--- src/rtl/mux81_rr_if.sv ---
`default_nettype none
// ============================================================================
//  Module   : mux81_rr_if
//  Purpose  : Signal bundle for the 8-to-1 round-robin mux: eight valid/ready
//             source channels in, one tagged valid/ready stream out.
//  Revision : 1.0  initial release
// ============================================================================
interface mux81_rr_if #(
    parameter int DATA_W = 8
);
    logic [8*DATA_W-1:0] in_data;
    logic [7:0]          in_valid;
    logic [7:0]          in_ready;
    logic [DATA_W-1:0]   out_data;
    logic [2:0]          out_sel;
    logic                out_valid;
    logic                out_ready;

    // Environment side: drives the sources and the downstream ready.
    modport master (
        output in_data, in_valid, out_ready,
        input  in_ready, out_data, out_sel, out_valid
    );

    // Mux side.
    modport slave (
        input  in_data, in_valid, out_ready,
        output in_ready, out_data, out_sel, out_valid
    );
endinterface
`default_nettype wire

--- src/rtl/mux81_rr.sv ---
`default_nettype none
// ============================================================================
//  Module   : mux81_rr
//  Purpose  : 8-to-1 round-robin mux with a registered, source-tagged output.
//             Optional macro MUX81_CNT_EN adds a saturating grant counter.
//  Revision : 1.0  initial release
// ============================================================================
module mux81_rr #(
    parameter int DATA_W = 8
) (
    input  logic          clk,
    input  logic          rst_n,
    mux81_rr_if.slave     bus
`ifdef MUX81_CNT_EN
    ,
    output logic [15:0]   grant_cnt
`endif
);

    localparam logic [0:0] c_EMPTY = 1'b0;
    localparam logic [0:0] c_FULL  = 1'b1;

    logic [0:0]        r_state;
    logic [DATA_W-1:0] r_data;
    logic [2:0]        r_sel;
    logic [2:0]        r_ptr;

    logic              w_load_ok;
    logic              w_gnt_valid;
    logic [2:0]        w_gnt_idx;
    logic [DATA_W-1:0] w_gnt_data;

    // Gating with rst_n keeps in_ready low for the whole reset assertion.
    assign w_load_ok = rst_n & ((r_state == c_EMPTY) | bus.out_ready);

    always_comb begin
        w_gnt_valid = 1'b0;
        w_gnt_idx   = r_ptr;
        if (w_load_ok) begin
            for (int i = 0; i < 8; i++) begin
                if (!w_gnt_valid && bus.in_valid[r_ptr + 3'(i)]) begin
                    w_gnt_valid = 1'b1;
                    w_gnt_idx   = r_ptr + 3'(i);
                end
            end
        end
    end

    assign w_gnt_data   = bus.in_data[w_gnt_idx*DATA_W +: DATA_W];
    assign bus.in_ready = w_gnt_valid ? (8'b1 << w_gnt_idx) : 8'b0;

    always_ff @(posedge clk or negedge rst_n) begin
        if (!rst_n) begin
            r_state <= c_EMPTY;
            r_data  <= '0;
            r_sel   <= 3'd0;
            r_ptr   <= 3'd0;
        end else if (w_gnt_valid) begin
            r_state <= c_FULL;
            r_data  <= w_gnt_data;
            r_sel   <= w_gnt_idx;
            r_ptr   <= w_gnt_idx + 3'd1;
        end else if (r_state == c_FULL && bus.out_ready) begin
            r_state <= c_EMPTY;
        end
    end

    assign bus.out_valid = (r_state == c_FULL);
    assign bus.out_data  = r_data;
    assign bus.out_sel   = r_sel;

`ifdef MUX81_CNT_EN
    logic [15:0] r_cnt;

    always_ff @(posedge clk or negedge rst_n) begin
        if (!rst_n) begin
            r_cnt <= 16'd0;
        end else if (w_gnt_valid && r_cnt != 16'hFFFF) begin
            r_cnt <= r_cnt + 16'd1;
        end
    end

    assign grant_cnt = r_cnt;
`endif

endmodule
`default_nettype wire
--- src/flat_wrapper.sv ---
// flat-port wrapper written by rule: the top's interface ports become plain ports
module mux81_rr_flat 
#(
    parameter int DATA_W = 8
)
  (clk, rst_n, bus_in_data, bus_in_valid, bus_out_ready, bus_in_ready, bus_out_data, bus_out_sel, bus_out_valid);
  mux81_rr_if #(.DATA_W(DATA_W)) bus_i ();
  input  logic clk;
  input  logic rst_n;
  input wire logic [$bits(bus_i.in_data)-1:0] bus_in_data;
  input wire logic [$bits(bus_i.in_valid)-1:0] bus_in_valid;
  input wire logic [$bits(bus_i.out_ready)-1:0] bus_out_ready;
  output wire logic [$bits(bus_i.in_ready)-1:0] bus_in_ready;
  output wire logic [$bits(bus_i.out_data)-1:0] bus_out_data;
  output wire logic [$bits(bus_i.out_sel)-1:0] bus_out_sel;
  output wire logic [$bits(bus_i.out_valid)-1:0] bus_out_valid;
  assign bus_i.in_data = bus_in_data;
  assign bus_i.in_valid = bus_in_valid;
  assign bus_i.out_ready = bus_out_ready;
  assign bus_in_ready = bus_i.in_ready;
  assign bus_out_data = bus_i.out_data;
  assign bus_out_sel = bus_i.out_sel;
  assign bus_out_valid = bus_i.out_valid;
  mux81_rr #(.DATA_W(DATA_W)) u_core (.clk(clk), .rst_n(rst_n), .bus(bus_i));
endmodule
--- config.mk ---
export PLATFORM = sky130hd
export DESIGN_NAME = mux81_rr_flat
export DESIGN_NICKNAME = d
export VERILOG_FILES = /design/src/rtl/mux81_rr_if.sv /design/src/rtl/mux81_rr.sv /design/src/flat_wrapper.sv
export SDC_FILE = /design/constraint.sdc
export NUM_CORES = 1
export LEC_CHECK = 0
export ABC_CLOCK_PERIOD_IN_PS = 6600
export BUFFER_PORTS_ARGS = -buffer_cell sky130_fd_sc_hd__buf_2
export CAP_MARGIN = 15
export CELL_PAD_IN_SITES_DETAIL_PLACEMENT = 2
export CELL_PAD_IN_SITES_GLOBAL_PLACEMENT = 2
export CORE_ASPECT_RATIO = 2
export CORE_MARGIN = 5
export CORE_UTILIZATION = 27
export CTS_CLUSTER_DIAMETER = 150
export DETAILED_ROUTE_END_ITERATION = 8
export GPL_TIMING_DRIVEN = 1
export PLACE_DENSITY = 0.82
export SETUP_SLACK_MARGIN = 0.05
export SLEW_MARGIN = 20
export SYNTH_ARGS = -nofsm -noshare
export SYNTH_HDL_FRONTEND = slang
export SYNTH_SLANG_ARGS = --single-unit
--- constraint.sdc ---
create_clock -name clk -period 6.6 [get_ports clk]
set_input_delay 1.98 -clock clk [delete_from_list [all_inputs] [get_ports clk]]
set_output_delay 1.98 -clock clk [all_outputs]
set_load 0.005 [all_outputs]
# [Word level (Yosys, flattened, before mapping)]
# Index checks and enable logic that the tools add are counted.
[word_totals] output_inout_bits=20 wordCells=84 reg_bits=15 memories=0 mem_bits_ro=0 inputBits=75 latch_bits=0 ramBits=0
[op_classes] multipliers=0 n_eq_ne=0 addsub=8 shifts=2 div_mod_pow=0 reduce_logical=16 n_mux=43 bitwise=3 magnitude_cmp=8
[ops] cell="64-bit by 7-bit variable part select with 8-bit output" n=1
[ops] cell="3-bit by 4-bit less-than comparator with 1-bit output, second input constant" n=8
[ops] cell="1-bit two-way mux" n=26
[ops] cell="1-bit binary-select mux with 3-bit select" n=8
[ops] cell="3-bit two-way mux" n=8
[ops] cell="3-bit adder, second input constant" n=4
[ops] cell="1-bit logical AND" n=8
[ops] cell="8-bit two-way mux" n=1
[ops] cell="1-bit by 3-bit << shifter with 8-bit output, first input constant" n=1
[ops] cell="1-bit logical NOT" n=7
[ops] cell="3-bit by 1-bit adder with 3-bit output, second input constant" n=2
[ops] cell="3-bit by 2-bit adder with 3-bit output, second input constant" n=2
[ops] cell="2-bit nonzero test" n=1
[ops] cell="1-bit bitwise AND" n=1
[ops] cell="1-bit NOT" n=1
[ops] cell="1-bit bitwise OR" n=1

# [Longest topological paths before layout]
# Gate-level depths: netlist (run 1).
[logic_depth] ltp_word=34 depth_mapped=15 mapped_depth_nobuf=12

# [Worst setup path before layout (run 1)]
# No wires, ideal clock.
[synth_timing] kind="input -> output" start="input bus_in_valid[7]" end="output bus_in_ready[3]" path_buffers=0 required_ns=4.620 path_slack_ns=0.320 arrival_ns=4.300 cell_stages=9 path_cell_list="mux4_1 -> mux2i_2 -> a22oi_4 -> o22ai_4 -> mux2i_1 -> nor2_1 -> nor3_1 -> ha_1 -> and2_1"
[synth_between] elab_chain_len=34 word_cells_on_any_way=56 cone_classes="shift: 1; mux: 41; reduce/logical: 14"
[synth_rtl] element="start: declaration" line_no="flat_wrapper.sv:11" source="input wire logic [$bits(bus_i.in_valid)-1:0] bus_in_valid;"
[synth_rtl] element="1-bit binary-select mux with 3-bit select" line_no="mux81_rr.sv:41" source="if (!w_gnt_valid && bus.in_valid[r_ptr + 3'(i)]) begin"
[synth_rtl] element="1-bit two-way mux (not written as such)" line_no="mux81_rr.sv:41"
[synth_rtl] element="1-bit two-way mux" line_no="mux81_rr.sv:41"
[synth_rtl] element="1-bit two-way mux" line_no="mux81_rr.sv:39" source="if (w_load_ok) begin"
[synth_rtl] element="1-bit logical NOT" line_no="mux81_rr.sv:41"
[synth_rtl] element="1-bit logical AND" line_no="mux81_rr.sv:41"
[synth_rtl] element="1-bit two-way mux" line_no="mux81_rr.sv:41"
[synth_rtl] element="1-bit two-way mux" line_no="mux81_rr.sv:39"
[synth_rtl] element="[18 not listed]"
[synth_rtl] element="1-bit two-way mux" line_no="mux81_rr.sv:41"
[synth_rtl] element="1-bit two-way mux" line_no="mux81_rr.sv:39"
[synth_rtl] element="1-bit logical NOT" line_no="mux81_rr.sv:41"
[synth_rtl] element="1-bit logical AND" line_no="mux81_rr.sv:41"
[synth_rtl] element="3-bit two-way mux" line_no="mux81_rr.sv:41"
[synth_rtl] element="3-bit two-way mux" line_no="mux81_rr.sv:39"
[synth_rtl] element="1-bit by 3-bit << shifter with 8-bit output" line_no="mux81_rr.sv:50" source="assign bus.in_ready = w_gnt_valid ? (8'b1 << w_gnt_idx) : 8'b0;"
[synth_rtl] element="8-bit two-way mux (*)" line_no="mux81_rr.sv:50"
[synth_rtl] element="end: declaration" line_no="flat_wrapper.sv:13" source="output wire logic [$bits(bus_i.in_ready)-1:0] bus_in_ready;"
# Mark *: on every way between the ends. The rest lies on a longest branch, timed or not. The select of a mux whose other input is x is not followed.

# [Worst setup path in the final report (run 1)]
[layout_timing] start="input bus_in_valid[0]" end="output bus_in_ready[4]"
# The elaborated chain is that of the path after synthesis.

==> results, run 1 <==
- The flow ran to the end, and the final reports show no timing, DRC or antenna violations.
- The die is roughly 140 um tall.
- In this run the number of H-tree levels came out at 1.
- The headroom to the max-slew limit is 47.44%.
- The detail-routed via count per cell is ~5.8.
- The area of the core region is 8174 um^2.
- The length of the first detailed-routing pass in iterations is 4.
- The first global-routing pass estimated 17,840 um of wire.
- At the end of routability-driven placement, the weighted congestion stood at 0.8886.
- By area, the combinational part of the netlist is dominated by compound AO/OA/AOI/OAI gates.
- The number of buffers added by the clock tree synthesis step is 3.
- Clock latency on the worst-skew pair, taken at its later pin, is roughly 0.26 ns.
- The tree is rooted in a sky130_fd_sc_hd__clkbuf_16.
- In the synthesized netlist, mux cells make up 17.55% of the area.
- The count of yosys warnings during synthesis is 0.
- The adder-cell share of the synthesized area is under 10%.
- The total via count in the routed design is between 2,000 and 3,000.
- The critical path class is in2out.
- In the final timing run, aggregate negative setup slack is 0 ns.
- The clock-pin slew on the worst setup and hold paths is 0.05 ns.
- The part of the cycle the worst path needs is a little over nine tenths.
- Setup violations remaining at the end of the flow were counted as 0.
- The timing-limited maximum frequency is about 150 MHz.
- The required time of the critical path is between 4 and 5 ns.
- The net count of the finished layout is between 400 and 500.
- The number of hold buffers added after CTS was 0.
- The count of input and output buffers is between 90 and 100.
- The final HPWL from detailed placement is about 9700 um.
- The synthesized netlist devotes 22.55% of its cell area to simple gates.
- The final critical path time including I/O delays and setup is 6.513 ns.
- The complex-gate fraction of the synthesized area is between 30% and 40%.
- The per-cell routed wire length is approximately 24 um.
- The width of the die is around 74 um.
- The violation count after the first detailed-routing iteration is ~110.
- After synthesis, the share of flip-flops with an asynchronous set or reset is 100.0%.
- The floorplan has 47 rows.
- The class of the tightest hold or removal check is reg2reg.
- The cell area reported after detailed placement is 3043 um^2.
- The area enclosed by the die boundary is just over 10,000 um^2.
- The mean cell area of the mapped netlist is approximately 8.2 um^2.
- The synthesized netlist devotes under 10% of its cell area to XOR and XNOR gates.
- Wires add up to ~12,000 um.
- The number of antenna violations at the first check in global routing is 0.
- Among all flip-flop cells after synthesis, the most frequent one is sky130_fd_sc_hd__dfrtp_1.
- For this configuration, the core starts out at a cell density of 27.22%.
- The overflow left after global routing is 0.
- The global routing usage summed across all routing layers is 22.93%.
- The number of design rule violations left after detail routing is 0.
- The type of element capturing the critical path is a primary output.
- Leaving out fill and tap cells, the most frequent cells in the layout are 94 x sky130_fd_sc_hd__buf_2, 43 x sky130_fd_sc_hd__buf_4, 35 x sky130_fd_sc_hd__nand2_1, 21 x sky130_fd_sc_hd__nand3_1.
- The final max-slew violation count is 0.
- The maximum number of pins on one net before global-route repair is 25.
- The buffer depth of the longest clock path is 2.
- Counting flops and latches in the post-synthesis netlist gives 15.
- From synthesis to final layout, the design area changed by 45.28%.
- Across the VDD grid, the largest voltage drop is roughly 0.00022 V.
- The final hold violation count is 0.
- Leaving out fill and tap cells, the most frequent cell in the layout is sky130_fd_sc_hd__buf_2.
- In this run the cell area of the synthesized design comes to 2225 um^2.
- Setup repair after global routing could not meet its margin everywhere.
- In this run the count of I/O pins placed on the die edge is between 90 and 100.
- The final instance area is between 3000 and 4000 um^2.
- The transition at the pin with the smallest max-transition slack is between 0.7 and 0.8 ns.
- The standby leakage power is between 1.5 and 2 nW.
- The fraction of layout cells with a size suffix above 1 is 45.59%.
- In this run the remaining antenna-violating nets after routing total 0.
- The worst endpoint data arrival time is 4.53 ns.
- The synthesized net count is 350.
- The launching element type of the critical path is a primary input.
- CTS saw 15 sinks.
- Power spread over the standard cell area amounts to about 740 nW/um^2.
- The unique cell type count in the Yosys netlist is 55.
- The number of antenna diodes in the final layout is 0.
- The CTS tree is done.
- In this run, synthesis inferred 0 flip-flops with an integrated enable.
- The number of max-cap violations is 0.
- Synthesis produced 271 cells.
- The register area share after synthesis is between 10% and 20%.
- The number of global-route vias before repair is ~3,300.
- The critical-path maximum fanout is 5.
- The worst setup skew after layout is roughly 0.0063 ns.
-- state kept, by name, indices dropped and copies added, names as in the netlist --
register,cells
u_core.bus.out_valid,1
u_core.r_ptr,3
u_core.bus.out_data,8
u_core.bus.out_sel,3
-- stage by stage --
step	setup WS, ns	cells	hold WS [ns]	power [mW]	utilization [%]
after global placement	-0.0008855	488	0.4647	1.986	37.23
after CTS	0.07976	493	0.4842	2.280	38.71
final	0.08694	495	0.4813	2.391	39.54
after global routing	-0.02878	495	0.5179	2.556	39.54
after floorplan	0.3202	271	0.4733	1.353	-
after detailed placement	-0.2043	488	0.4737	2.095	37.23
-- cells by family (layout without fill, tap and decap cells) --
group,count (synthesis),count (layout)
AO/OA/AOI/OAI,94,94
XOR/XNOR,6,6
adder cells (fa/ha/maj),4,4
buffers and inverters,22,148
flip-flops,15,15
multiplexers,26,26
AND/OR/NAND/NOR,104,104
-- layout make-up --
class	count	area, um^2
Multi-Input combinational cell	234	1834
Fill cell	959	4942
Clock inverter	1	5.005
Tap cell	98	122.6
Timing Repair Buffer	137	793.3
Sequential cell	15	375.4
Clock buffer	3	75.07
Inverter	7	26.28
-- routing by layer --
| layer | global-route usage, % | share of wire, % | vias up |
|---|---|---|---|
| met4 | 13.56 | 5.7 | 0 |
| li1 | - | - | 1313 |
| met3 | 2.907 | 3.8 | 33 |
| met2 | 45.93 | 60 | 86 |
| met5 | 0 | 0 | - |
| met1 | 19.61 | 30 | 1430 |
-- power breakdown --
group,switching [mW],internal [mW],leakage (nW)
registers,0.0427,0.137,0.174
clock network,0.0441,0.0813,0.0409
logic,1.21,0.880,1.29
total,1.29,1.10,1.50
-- path summary, 6_finish.rpt --
path	startpoint	endpoint	slack (ns)	cells after the start
min reg2reg	u_core.bus.out_sel[2]	u_core.bus.out_sel[2]	0.48	1
max reg2reg	u_core.r_ptr[0]	u_core.bus.out_data[7]	2.37	13
min in group asynchronous	rst_n	u_core.bus.out_sel[0]	1.57	1
max	bus_in_valid[0]	bus_in_ready[4]	0.09	12
max in group asynchronous	rst_n	u_core.bus.out_data[7]	4.58	2
min	u_core.bus.out_sel[2]	u_core.bus.out_sel[2]	0.48	1
-- repair_timing --
action | in CTS | in global routing
resized for setup | 10 | 12
buffers inserted | 1 | 2
pin swaps | 1 | 2
setup endpoints to repair | 7 | 8
-- synthesized netlist by cell type (3+ instances only) --
cell	number	area share [%]
sky130_fd_sc_hd__xnor2_1	3	1.2
sky130_fd_sc_hd__xor2_1	3	1.2
sky130_fd_sc_hd__dfrtp_1	15	17
sky130_fd_sc_hd__nand3_1	21	4.7
sky130_fd_sc_hd__a21boi_0	8	2.7
sky130_fd_sc_hd__nor2b_1	3	0.84
sky130_fd_sc_hd__o21ai_0	13	2.9
sky130_fd_sc_hd__nand2_1	35	5.9
sky130_fd_sc_hd__mux4_2	7	7.1
sky130_fd_sc_hd__buf_2	6	1.3
sky130_fd_sc_hd__a41o_1	8	3.6
sky130_fd_sc_hd__mux2i_1	11	4.9
sky130_fd_sc_hd__a211oi_1	16	5.4
sky130_fd_sc_hd__nor3_1	3	0.67
sky130_fd_sc_hd__and2_1	5	1.4
sky130_fd_sc_hd__a21oi_1	8	1.8
sky130_fd_sc_hd__ha_1	4	2.2
sky130_fd_sc_hd__a22oi_1	10	3.4
sky130_fd_sc_hd__clkbuf_1	7	1.2
sky130_fd_sc_hd__nor4_1	3	0.84
sky130_fd_sc_hd__mux2_2	5	2.5
sky130_fd_sc_hd__and2_0	8	2.2
sky130_fd_sc_hd__nor2_1	18	3.0
sky130_fd_sc_hd__a221oi_1	8	3.1
sky130_fd_sc_hd__inv_1	7	1.2
-- critical path, cell delays in order --
cell                        delay (ns)
sky130_fd_sc_hd__buf_2            0.13
sky130_fd_sc_hd__mux4_2           0.57
sky130_fd_sc_hd__mux2i_2          0.25
sky130_fd_sc_hd__and2_1           0.23
sky130_fd_sc_hd__buf_4            0.15
sky130_fd_sc_hd__o2111ai_1        0.09
sky130_fd_sc_hd__nor2b_1          0.19
sky130_fd_sc_hd__a21oi_2          0.29
sky130_fd_sc_hd__nor2_2           0.11
sky130_fd_sc_hd__buf_4            0.17
sky130_fd_sc_hd__nor4_1           0.21
sky130_fd_sc_hd__buf_2            0.17
Power figures use the tool's default switching activity.
==> run 2: changes to the inputs <==
--- a/config.mk
+++ b/config.mk
@@ -5,18 +5,20 @@
 export SDC_FILE = /design/constraint.sdc
 export NUM_CORES = 1
 export LEC_CHECK = 0
+export ABC_AREA = 1
 export ABC_CLOCK_PERIOD_IN_PS = 6600
 export BUFFER_PORTS_ARGS = -buffer_cell sky130_fd_sc_hd__buf_2
 export CAP_MARGIN = 15
 export CELL_PAD_IN_SITES_DETAIL_PLACEMENT = 2
 export CELL_PAD_IN_SITES_GLOBAL_PLACEMENT = 2
 export CORE_ASPECT_RATIO = 2
-export CORE_MARGIN = 5
-export CORE_UTILIZATION = 27
+export CORE_MARGIN = 2
+export CORE_UTILIZATION = 24
 export CTS_CLUSTER_DIAMETER = 150
 export DETAILED_ROUTE_END_ITERATION = 8
 export GPL_TIMING_DRIVEN = 1
 export PLACE_DENSITY = 0.82
+export REMOVE_ABC_BUFFERS = 1
 export SETUP_SLACK_MARGIN = 0.05
 export SLEW_MARGIN = 20
 export SYNTH_ARGS = -nofsm -noshare
==> run 2 against run 1 <==
Net effect: total power is 12% lower; non-clock buffer count is 31 lower; flip-flop and latch count stayed put; clock skew is 0.0016 ns lower; combinational power is 14% lower; synthesized area is 3.2% higher; global-route usage is 2.2 points lower; hold slack better by 0.0094 ns; utilization is 8.0 points lower; sequential share of layout area is 1.1 points higher; critical path depth is 4 higher; fmax is 2.0% higher.
==> results, run 2 <==
- Result of the run: finished, final reports clean (unchanged).
- The floorplan die height is 142.3 um (was 138.4 um).
- The buffer depth of the longest clock path is 2 (unchanged).
- The flip-flop count of the largest register, all copies and words added is 8 (unchanged).
- The critical-path maximum fanout is 9 (was 5).
- The length of the first detailed-routing pass in iterations was 4 (unchanged).
- The CTS tree is done (unchanged).
- The total number of placement rows is 50 (was 47).
- The cell area reported after detailed placement is 2840 um^2 (was 3043 um^2).
- The standby leakage power is 1.664 nW (was 1.504 nW).
- The leading register cell type out of synthesis is sky130_fd_sc_hd__dfrtp_1 (unchanged).
- The final HPWL from detailed placement is 8698 um (was 9733 um).
- The post-detailed-route count of antenna-violating nets is 0 (unchanged).
- The total via count in the routed design is 3,018 (was 2,862).
- The unique cell type count in the Yosys netlist came to 31 (was 55).
- The slowest cell on the critical path is sky130_fd_sc_hd__nor2_2 (was sky130_fd_sc_hd__mux4_2).
- The number of global-route vias before repair is 3,547 (was 3,332).
- The total negative slack for setup checks is 0 ns (unchanged).
- The peak per-stage delay on the critical path is 0.23 ns (was 0.57 ns).
- The final instance area is 2943 um^2 (was 3232 um^2).
- The wire length of the first global-routing pass is 16,720 um (was 17,840 um).
- The parity-gate share of the synthesized area counting xor and xnor cells is 1.907% (was 2.362%).
- The number of buffers added by the clock tree synthesis step was 3 (unchanged).
- The clock-pin slew on the worst setup and hold paths is 0.05 ns (about the same).
- The depth of the CTS H-tree is 1 (unchanged).
- The top cell type by total area after synthesis is sky130_fd_sc_hd__nand2_1 (was sky130_fd_sc_hd__dfrtp_1).
- The main combinational cell family by area after synthesis is simple AND/OR/NAND/NOR gates (was compound AO/OA/AOI/OAI gates).
- The simple-gate share of the synthesized area is 65.23% (was 22.55%).
- The register area share after synthesis is 16.35% (was 16.87%).
- The cell area after technology mapping is 2296 um^2 (was 2225 um^2).
- The final hold violation count is 0 (unchanged).
- The area of the core region is 9321 um^2 (was 8174 um^2).
- The total setup violations reported at the end of the flow is 0 (unchanged).
- The total power after layout is 2.104 mW (was 2.391 mW).
- The critical path class is in2out (unchanged).
- The count of input and output buffers is 94 (unchanged).
- The initial core utilization was 24.63% (was 27.22%).
- The complex-gate fraction of the synthesized area is 4.850% (was 33.86%).
- The insertion delay to the later sink of the worst-skew pair came to 0.25 ns (was 0.26 ns).
- The width of the die is 73.16 um (was 74.19 um).
- The launching element type of the critical path is a primary input (unchanged).
- The number of I/O pins is 95 (unchanged).
- The commonest non-fill, non-tap cell in the layout is sky130_fd_sc_hd__nand2_1 (was sky130_fd_sc_hd__buf_2).
- The net total in the final layout was 572 (was 477).
- The required time of the critical path came to 4.62 ns (about the same).
- The fraction of layout cells with a size suffix above 1 came to 32.93% (was 45.59%).
- The number of placed instances, taps included is 591 (was 488).
- The share of Yosys cell area claimed by the top area cell type was 29.59% (was 16.87%).
- Cell-by-cell trace of the critical path: buf_2 > nand2_1 > nand3_1 > nand3_1 > nand2_2 > nor2_2 > nand4_4 > nor2_4 > nand3_4 > nand2_1 > nand3_4 > nand2_2 > buf_4 > nand2_1 > nor3_2 > buf_2 (was buf_2 > mux4_2 > mux2i_2 > and2_1 > buf_4 > o2111ai_1 > nor2b_1 > a21oi_2 > nor2_2 > buf_4 > nor4_1 > buf_2).
- The class of the tightest hold or removal check is reg2reg (unchanged).
- The placer's final routability congestion estimate is 0.8537 (was 0.8886).
- The timing-limited maximum frequency is 156.6 MHz (was 153.5 MHz).
- The maximum number of pins on one net before global-route repair came to 26 (was 25).
- Post-synth top cells: 181 x sky130_fd_sc_hd__nand2_1, 83 x sky130_fd_sc_hd__nand3_1, 19 x sky130_fd_sc_hd__nand2_2 (was 35 x sky130_fd_sc_hd__nand2_1, 21 x sky130_fd_sc_hd__nand3_1, 18 x sky130_fd_sc_hd__nor2_1).
- The number of antenna violations at the first check in global routing is 0 (unchanged).
- The final non-filler cell total is 596 (was 495).
- The per-cell routed wire length is 17.42 um (was 23.99 um).
- The post-synthesis cell count is 398 (was 271).
- The number of enable flip-flop cells after synthesis is 0 (unchanged).
- The detail-routed via count per cell came to 5.064 (was 5.782).
- The type of element capturing the critical path is a primary output (unchanged).
- The clock sink count is 15 (unchanged).
- The part of the cycle the worst path needs was 96.73% (was 98.68%).
- The final critical path time including I/O delays and setup is 6.384 ns (was 6.513 ns).
- The adder-cell share of the synthesized area came to 2.180% (was 2.250%).
- Counting stages on the worst path, the most repeated cell is sky130_fd_sc_hd__nand2_1.
- The transition at the pin with the smallest max-transition slack is 0.5206 ns (was 0.7883 ns).
- The total buffers and inverters traversed by the critical path is 3 (was 4).
- The headroom to the max-slew limit is 65.18% (was 47.44%).
- The power density relative to cell area is 714.8 nW/um^2 (was 739.8 nW/um^2).
- Cell types occupying the most area after synthesis: sky130_fd_sc_hd__nand2_1 30%, sky130_fd_sc_hd__nand3_1 18%, sky130_fd_sc_hd__dfrtp_1 16% (was sky130_fd_sc_hd__dfrtp_1 17%, sky130_fd_sc_hd__mux4_2 7.1%, sky130_fd_sc_hd__nand2_1 5.9%).
- The number of fill cells is 1,184 (was 959).
- The overflow left after global routing is 0 (unchanged).
- The count of yosys warnings during synthesis is 0 (unchanged).
- The fraction of synthesis flops using an asynchronous set or reset pin came to 100.0% (unchanged).
- The number of inserted diodes is 0 (unchanged).
- The flip-flop and latch count after synthesis is 15 (unchanged).
- The worst setup skew after layout is 0.004707 ns (was 0.006277 ns).
- The number of design rule violations left after detail routing is 0 (unchanged).
- Setup repair after global routing missed its margin: true (unchanged).
- The total wirelength of the detailed-routed design was 10,380 um (was 11,880 um).
- The worst ir drop on vdd came to 0.0001897 V (was 0.0002237 V).
- The area enclosed by the die boundary is 10,410 um^2 (was 10,270 um^2).
- The clock root buffer master is sky130_fd_sc_hd__clkbuf_16 (unchanged).
- The number of max-cap violations is 0 (unchanged).
- The worst endpoint data arrival time is 4.40 ns (was 4.53 ns).
- Commonest cells after routing, fill and taps aside: 178 x sky130_fd_sc_hd__nand2_1, 94 x sky130_fd_sc_hd__buf_2, 83 x sky130_fd_sc_hd__nand3_1, 22 x sky130_fd_sc_hd__nand2_2, 17 x sky130_fd_sc_hd__nor2_1 (was 94 x sky130_fd_sc_hd__buf_2, 43 x sky130_fd_sc_hd__buf_4, 35 x sky130_fd_sc_hd__nand2_1, 21 x sky130_fd_sc_hd__nand3_1).
- The violation count after the first detailed-routing iteration was 46 (was 105).
- The dominant cell by count in the synthesized netlist is sky130_fd_sc_hd__nand2_1 (unchanged).
- The global routing usage summed across all routing layers was 20.70% (was 22.93%).
- The area growth from synthesis to layout was 28.17% (was 45.28%).
- The kind of cell adding the most delay to the critical path is simple AND/OR/NAND/NOR gates (was multiplexers).
- The final max-slew violation count came to 0 (unchanged).
- The multiplexer area fraction after synthesis is 0% (was 17.55%).
- The mean cell area of the mapped netlist is 5.769 um^2 (was 8.209 um^2).
run 2: changes by cell type after synthesis, moves of 10 or more:
| cell | delta |
|---|---|
| sky130_fd_sc_hd__a211oi_1 | -16 |
| sky130_fd_sc_hd__a22oi_1 | -10 |
| sky130_fd_sc_hd__mux2i_1 | -11 |
| sky130_fd_sc_hd__nand2_1 | +146 |
| sky130_fd_sc_hd__nand2_2 | +18 |
| sky130_fd_sc_hd__nand3_1 | +62 |
run 2: cell type report:
class	instances	area (um^2)	area share, %
clock inverters	1	5.005	0.1701
repair buffers	106	560.5	19.05
well taps	104	130.1	4.422
clock buffers	3	75.07	2.551
flip-flops and latches	15	375.4	12.76
inverters	21	78.83	2.679
multi-input cells	346	1718	58.38
run 2: where the power goes:
group          total, mW  switching (mW)  internal [mW]
Sequential         0.181          0.0461          0.135
Clock              0.121          0.0400         0.0811
Combinational       1.80            1.24          0.563
Total               2.10            1.32          0.780
run 2: metal layers:
metal / up-vias / share of wire (%) / global-route usage [%]
met5: - / 0 / 0
li1: 1473 / - / -
met3: 30 / 3.3 / 2.691
met4: 0 / 5.2 / 11.11
met1: 1435 / 30 / 17.56
met2: 80 / 61 / 42.72
run 2: kinds of logic after synthesis:
kind of cell	Yosys count
XOR/XNOR	5
flip-flops	15
adder cells (fa/ha/maj)	4
AND/OR/NAND/NOR	321
AO/OA/AOI/OAI	16
buffers and inverters	37
run 2: repair_timing:
action                     4_1_cts  5_1_grt
hold buffers                     0        0
buffers inserted                 0        1
gates resized for setup          0        4
setup endpoints to repair        0        6
run 2: worst min-delay path, delay by kind of cell (launching register included):
kind | cells | cell delay, ns
AND/OR/NAND/NOR | 2 | 0.12
flip-flops | 1 | 0.34
run 2: stage by stage:
stage / hold WS [ns] / setup WS [ns] / util, %
2_1_floorplan: 0.4726 / 0.3104 / -
3_3_place_gp: 0.4568 / 0.2519 / 30.47
3_5_place_dp: 0.4691 / 0.1240 / 30.47
4_1_cts: 0.4949 / 0.08445 / 31.33
5_1_grt: 0.5151 / 0.04500 / 31.57
6_report: 0.4906 / 0.2161 / 31.57
run 2: path summary, 6_finish.rpt:
kind / cells after the start / slack [ns] / start / to
worst min-delay path: 2 / 0.49 / u_core.bus.out_data[4] / u_core.bus.out_data[4]
worst max-delay path: 16 / 0.22 / bus_in_valid[2] / bus_in_ready[2]
max in group asynchronous: 2 / 4.71 / rst_n / u_core.bus.out_sel[1]
worst min register to register: 2 / 0.49 / u_core.bus.out_data[4] / u_core.bus.out_data[4]
worst max register to register: 20 / 2.60 / u_core.r_ptr[1] / u_core.bus.out_data[0]
min in group asynchronous: 2 / 1.70 / rst_n / u_core.bus.out_data[2]
==> run 3: changes to the inputs <==
--- a/config.mk
+++ b/config.mk
@@ -7,17 +7,18 @@
 export LEC_CHECK = 0
 export ABC_AREA = 1
 export ABC_CLOCK_PERIOD_IN_PS = 6600
-export BUFFER_PORTS_ARGS = -buffer_cell sky130_fd_sc_hd__buf_2
 export CAP_MARGIN = 15
 export CELL_PAD_IN_SITES_DETAIL_PLACEMENT = 2
 export CELL_PAD_IN_SITES_GLOBAL_PLACEMENT = 2
 export CORE_ASPECT_RATIO = 2
 export CORE_MARGIN = 2
-export CORE_UTILIZATION = 24
+export CORE_UTILIZATION = 31
 export CTS_CLUSTER_DIAMETER = 150
 export DETAILED_ROUTE_END_ITERATION = 8
+export DONT_BUFFER_PORTS = 1
 export GPL_TIMING_DRIVEN = 1
-export PLACE_DENSITY = 0.82
+export MAX_ROUTING_LAYER = met4
+export PLACE_DENSITY = 0.8
 export REMOVE_ABC_BUFFERS = 1
 export SETUP_SLACK_MARGIN = 0.05
 export SLEW_MARGIN = 20
==> run 3 against run 2 <==
Net effect: via count is 11% lower; flip-flop and latch count stayed put; hold slack better by 0.027 ns; sequential share of layout area is 2.7 points higher; routed wire length is 11% lower; critical path depth is 1 higher; non-clock buffer count is 96 lower; register-to-register slack better by 0.02 ns; utilization is 2.1 points higher; die area is 22% lower; critical path type unchanged; critical endpoint is now bus_in_ready[7].
==> results, run 3 (synthesis gave the netlist of run 2 again) <==
- The footprint of the multi-input gates is 1705 um^2 (was 1718 um^2).
- Setup repair after global routing missed its margin: false (was true).
- The final hold violation count is 0 (unchanged).
- The number of inserted diodes is 0 (unchanged).
- The total number of placement rows is 44 (was 50).
- The depth of the CTS H-tree is 1 (unchanged).
- The per-cell routed wire length is 18.93 um (was 17.42 um).
- The register area was 375.4 um^2 (unchanged).
- The worst reg-to-reg setup slack is 2.62 ns (was 2.60 ns).
- The length of the first detailed-routing pass in iterations is 4 (unchanged).
- The part of the cycle the worst path needs came to 94.48% (was 96.73%).
- The total setup violations reported at the end of the flow is 0 (unchanged).
- The violation count after the first detailed-routing iteration is 65 (was 46).
- The top layer reached by signal wires is met4 (unchanged).
- The endpoint of the most critical register-to-register path is u_core.bus.out_data[7] (was u_core.bus.out_data[0]).
- The number of buffers added by the clock tree synthesis step is 3 (unchanged).
- The post-detailed-route count of antenna-violating nets is 0 (unchanged).
- The number of design rule violations left after detail routing came to 0 (unchanged).
- The CTS tree is done (unchanged).
- Cell-by-cell trace of the critical path: nand2_1 > nand3_1 > nand2_1 > nor2_1 > a31oi_1 > inv_1 > nand2_1 > o21ai_0 > inv_1 > nand2_1 > nand2_1 > nand2_1 > nand2_1 > nand2_1 > ha_1 > inv_1 > nor2_1 (was buf_2 > nand2_1 > nand3_1 > nand3_1 > nand2_2 > nor2_2 > nand4_4 > nor2_4 > nand3_4 > nand2_1 > nand3_4 > nand2_2 > buf_4 > nand2_1 > nor3_2 > buf_2).
- The area growth from synthesis to layout is 5.831% (was 28.17%).
- The launching element of the worst setup path is bus_in_valid[3] (was bus_in_valid[2]).
- The critical path class is in2out (unchanged).
- The global routing usage summed across all routing layers is 24.19% (was 20.70%).
- The number of max-cap violations is 0 (unchanged).
- The wire length of the first global-routing pass is 14,900 um (was 16,720 um).
- The buffer depth of the longest clock path is 2 (unchanged).
- The area enclosed by the die boundary is 8153 um^2 (was 10,410 um^2).
- The count of input and output buffers came to 0 (was 94).
- The required time of the critical path was 4.62 ns (about the same).
- The number of fill cells is 967 (was 1,184).
- The launching element type of the critical path is a primary input (unchanged).
- The met1 wire length is 2894 um (was 3133 um).
- The clock sink count is 15 (unchanged).
- Result of the run: finished, final reports clean (unchanged).
- The timing-limited maximum frequency was 160.4 MHz (was 156.6 MHz).
- The number of I/O pins is 95 (unchanged).
- The hold buffer count at cts was 0 (unchanged).
- The routed wire length on met3 is 322 um (was 346 um).
- The post-CTS repair timing setup buffer count came to 0 (unchanged).
- The initial core utilization is 31.84% (was 24.63%).
- The commonest non-fill, non-tap cell in the layout is sky130_fd_sc_hd__nand2_1 (unchanged).
- Commonest cells after routing, fill and taps aside: 180 x sky130_fd_sc_hd__nand2_1, 83 x sky130_fd_sc_hd__nand3_1, 20 x sky130_fd_sc_hd__nand2_2, 17 x sky130_fd_sc_hd__nor2_1, 15 x sky130_fd_sc_hd__dfrtp_1 (was 178 x sky130_fd_sc_hd__nand2_1, 94 x sky130_fd_sc_hd__buf_2, 83 x sky130_fd_sc_hd__nand3_1, 22 x sky130_fd_sc_hd__nand2_2, 17 x sky130_fd_sc_hd__nor2_1).
- The fraction of layout cells with a size suffix above 1 is 16.16% (was 32.93%).
- The placer's final routability congestion estimate is 0.8553 (was 0.8537).
- The final critical path time including I/O delays and setup is 6.236 ns (was 6.384 ns).
- The cell type with the highest occurrence count on the critical path is sky130_fd_sc_hd__nand2_1 (unchanged).
- The total wirelength of the detailed-routed design is 9237 um (was 10,380 um).
- The worst setup skew after layout is 0.001242 ns (was 0.004707 ns).
- The worst setup path endpoint is bus_in_ready[7] (was bus_in_ready[2]).
- The peak per-stage delay on the critical path is 0.49 ns (was 0.23 ns).
- The total via count in the routed design is 2,698 (was 3,018).
- The final HPWL from detailed placement is 7507 um (was 8698 um).
- The detailed route wirelength on metal2 is 5701 um (was 6365 um).
- The type of element capturing the critical path is a primary output (unchanged).
- The kind of cell adding the most delay to the critical path is simple AND/OR/NAND/NOR gates (unchanged).
- The worst endpoint data arrival time was 4.26 ns (was 4.40 ns).
- The total buffers and inverters traversed by the critical path came to 3 (unchanged).
- The clock-pin slew on the worst setup and hold paths is 0.05 ns (about the same).
- The maximum number of pins on one net before global-route repair is 26 (unchanged).
- The insertion delay to the later sink of the worst-skew pair is 0.25 ns (about the same).
- The net total in the final layout is 476 (was 572).
- The transition at the pin with the smallest max-transition slack came to 0.5772 ns (was 0.5206 ns).
- The flip-flop count of the largest register, all copies and words added was 8 (unchanged).
- The clock root buffer master was sky130_fd_sc_hd__clkbuf_16 (unchanged).
- The class of the tightest hold or removal check was reg2reg (unchanged).
- The floorplan die height is 125.7 um (was 142.3 um).
- The critical-path maximum fanout is 6 (was 9).
- The final max-slew violation count is 0 (unchanged).
- The number of gates resized after CTS is 0 (unchanged).
- The width of the die is 64.86 um (was 73.16 um).
- The detail-routed via count per cell is 5.529 (was 5.064).
- The headroom to the max-slew limit is 61.34% (was 65.18%).
- The length in cells of the worst reg-to-reg path is 20 (unchanged).
- The number of global-route vias before repair is 2,997 (was 3,547).
- The reg-to-reg startpoint is u_core.r_ptr[1] (unchanged).
- The overflow left after global routing came to 0 (unchanged).
- The cell count along the critical path is 17 (was 16).
- The area of the core region came to 7212 um^2 (was 9321 um^2).
- The total negative slack for setup checks is 0 ns (unchanged).
- The number of antenna violations at the first check in global routing is 0 (unchanged).
- The slowest cell on the critical path is sky130_fd_sc_hd__a31oi_1 (was sky130_fd_sc_hd__nor2_2).
-- run 3: worst reg2reg max path, delay by kind of cell, from the launching register on --
family | cells | cell delay [ns]
adder cells (fa/ha/maj) | 1 | 0.45
buffers and inverters | 3 | 0.73
flip-flops | 1 | 0.65
AND/OR/NAND/NOR | 16 | 2.11
-- run 3: worst min-delay path by stage --
| stage | startpoint | end | slack, ns | cells past startpoint |
|---|---|---|---|---|
| final | u_core.bus.out_data[0] | u_core.bus.out_data[0] | 0.52 | 2 |
| after global routing | u_core.bus.out_sel[2] | u_core.bus.out_sel[2] | 0.56 | 2 |
| after CTS | u_core.bus.out_data[0] | u_core.bus.out_data[0] | 0.52 | 2 |
| after detailed placement | u_core.bus.out_data[0] | u_core.bus.out_data[0] | 0.51 | 2 |
| after global placement | u_core.bus.out_sel[2] | u_core.bus.out_sel[2] | 0.50 | 2 |
| after floorplan | u_core.bus.out_data[0] | u_core.bus.out_data[0] | 0.47 | 2 |
-- run 3: area by class of cell --
type | instances | share of cell area [%]
multi-input combinational | 346 | 70.19
sequential | 15 | 15.45
tap | 92 | 4.737
inverter | 21 | 3.244
clock buffer | 3 | 3.090
timing repair buffer | 10 | 3.090
clock inverter | 1 | 0.2060
-- run 3: per-layer routing --
layer | up-vias | GRT usage, %
met5 | - | -
met4 | 0 | 9.136
met3 | 23 | 2.768
met2 | 79 | 49.42
met1 | 1318 | 21.08
li1 | 1278 | -
-- run 3: stage by stage --
step	util (%)	cells	instance area (um^2)	worst slack (ns)	hold slack [ns]
floorplan	-	382	2157	0.3104	0.4726
global placement	32.55	484	2347	0.3596	0.5011
detailed placement	32.55	484	2347	0.2527	0.5075
CTS	33.66	488	2427	0.1732	0.5217
global route	33.69	488	2430	0.1375	0.5579
finish	33.69	488	2430	0.3640	0.5172
Power of run 3 is left out: the tool's default activity adds up to more than one toggle a clock period on the data nets, which glitch-free logic cannot reach.
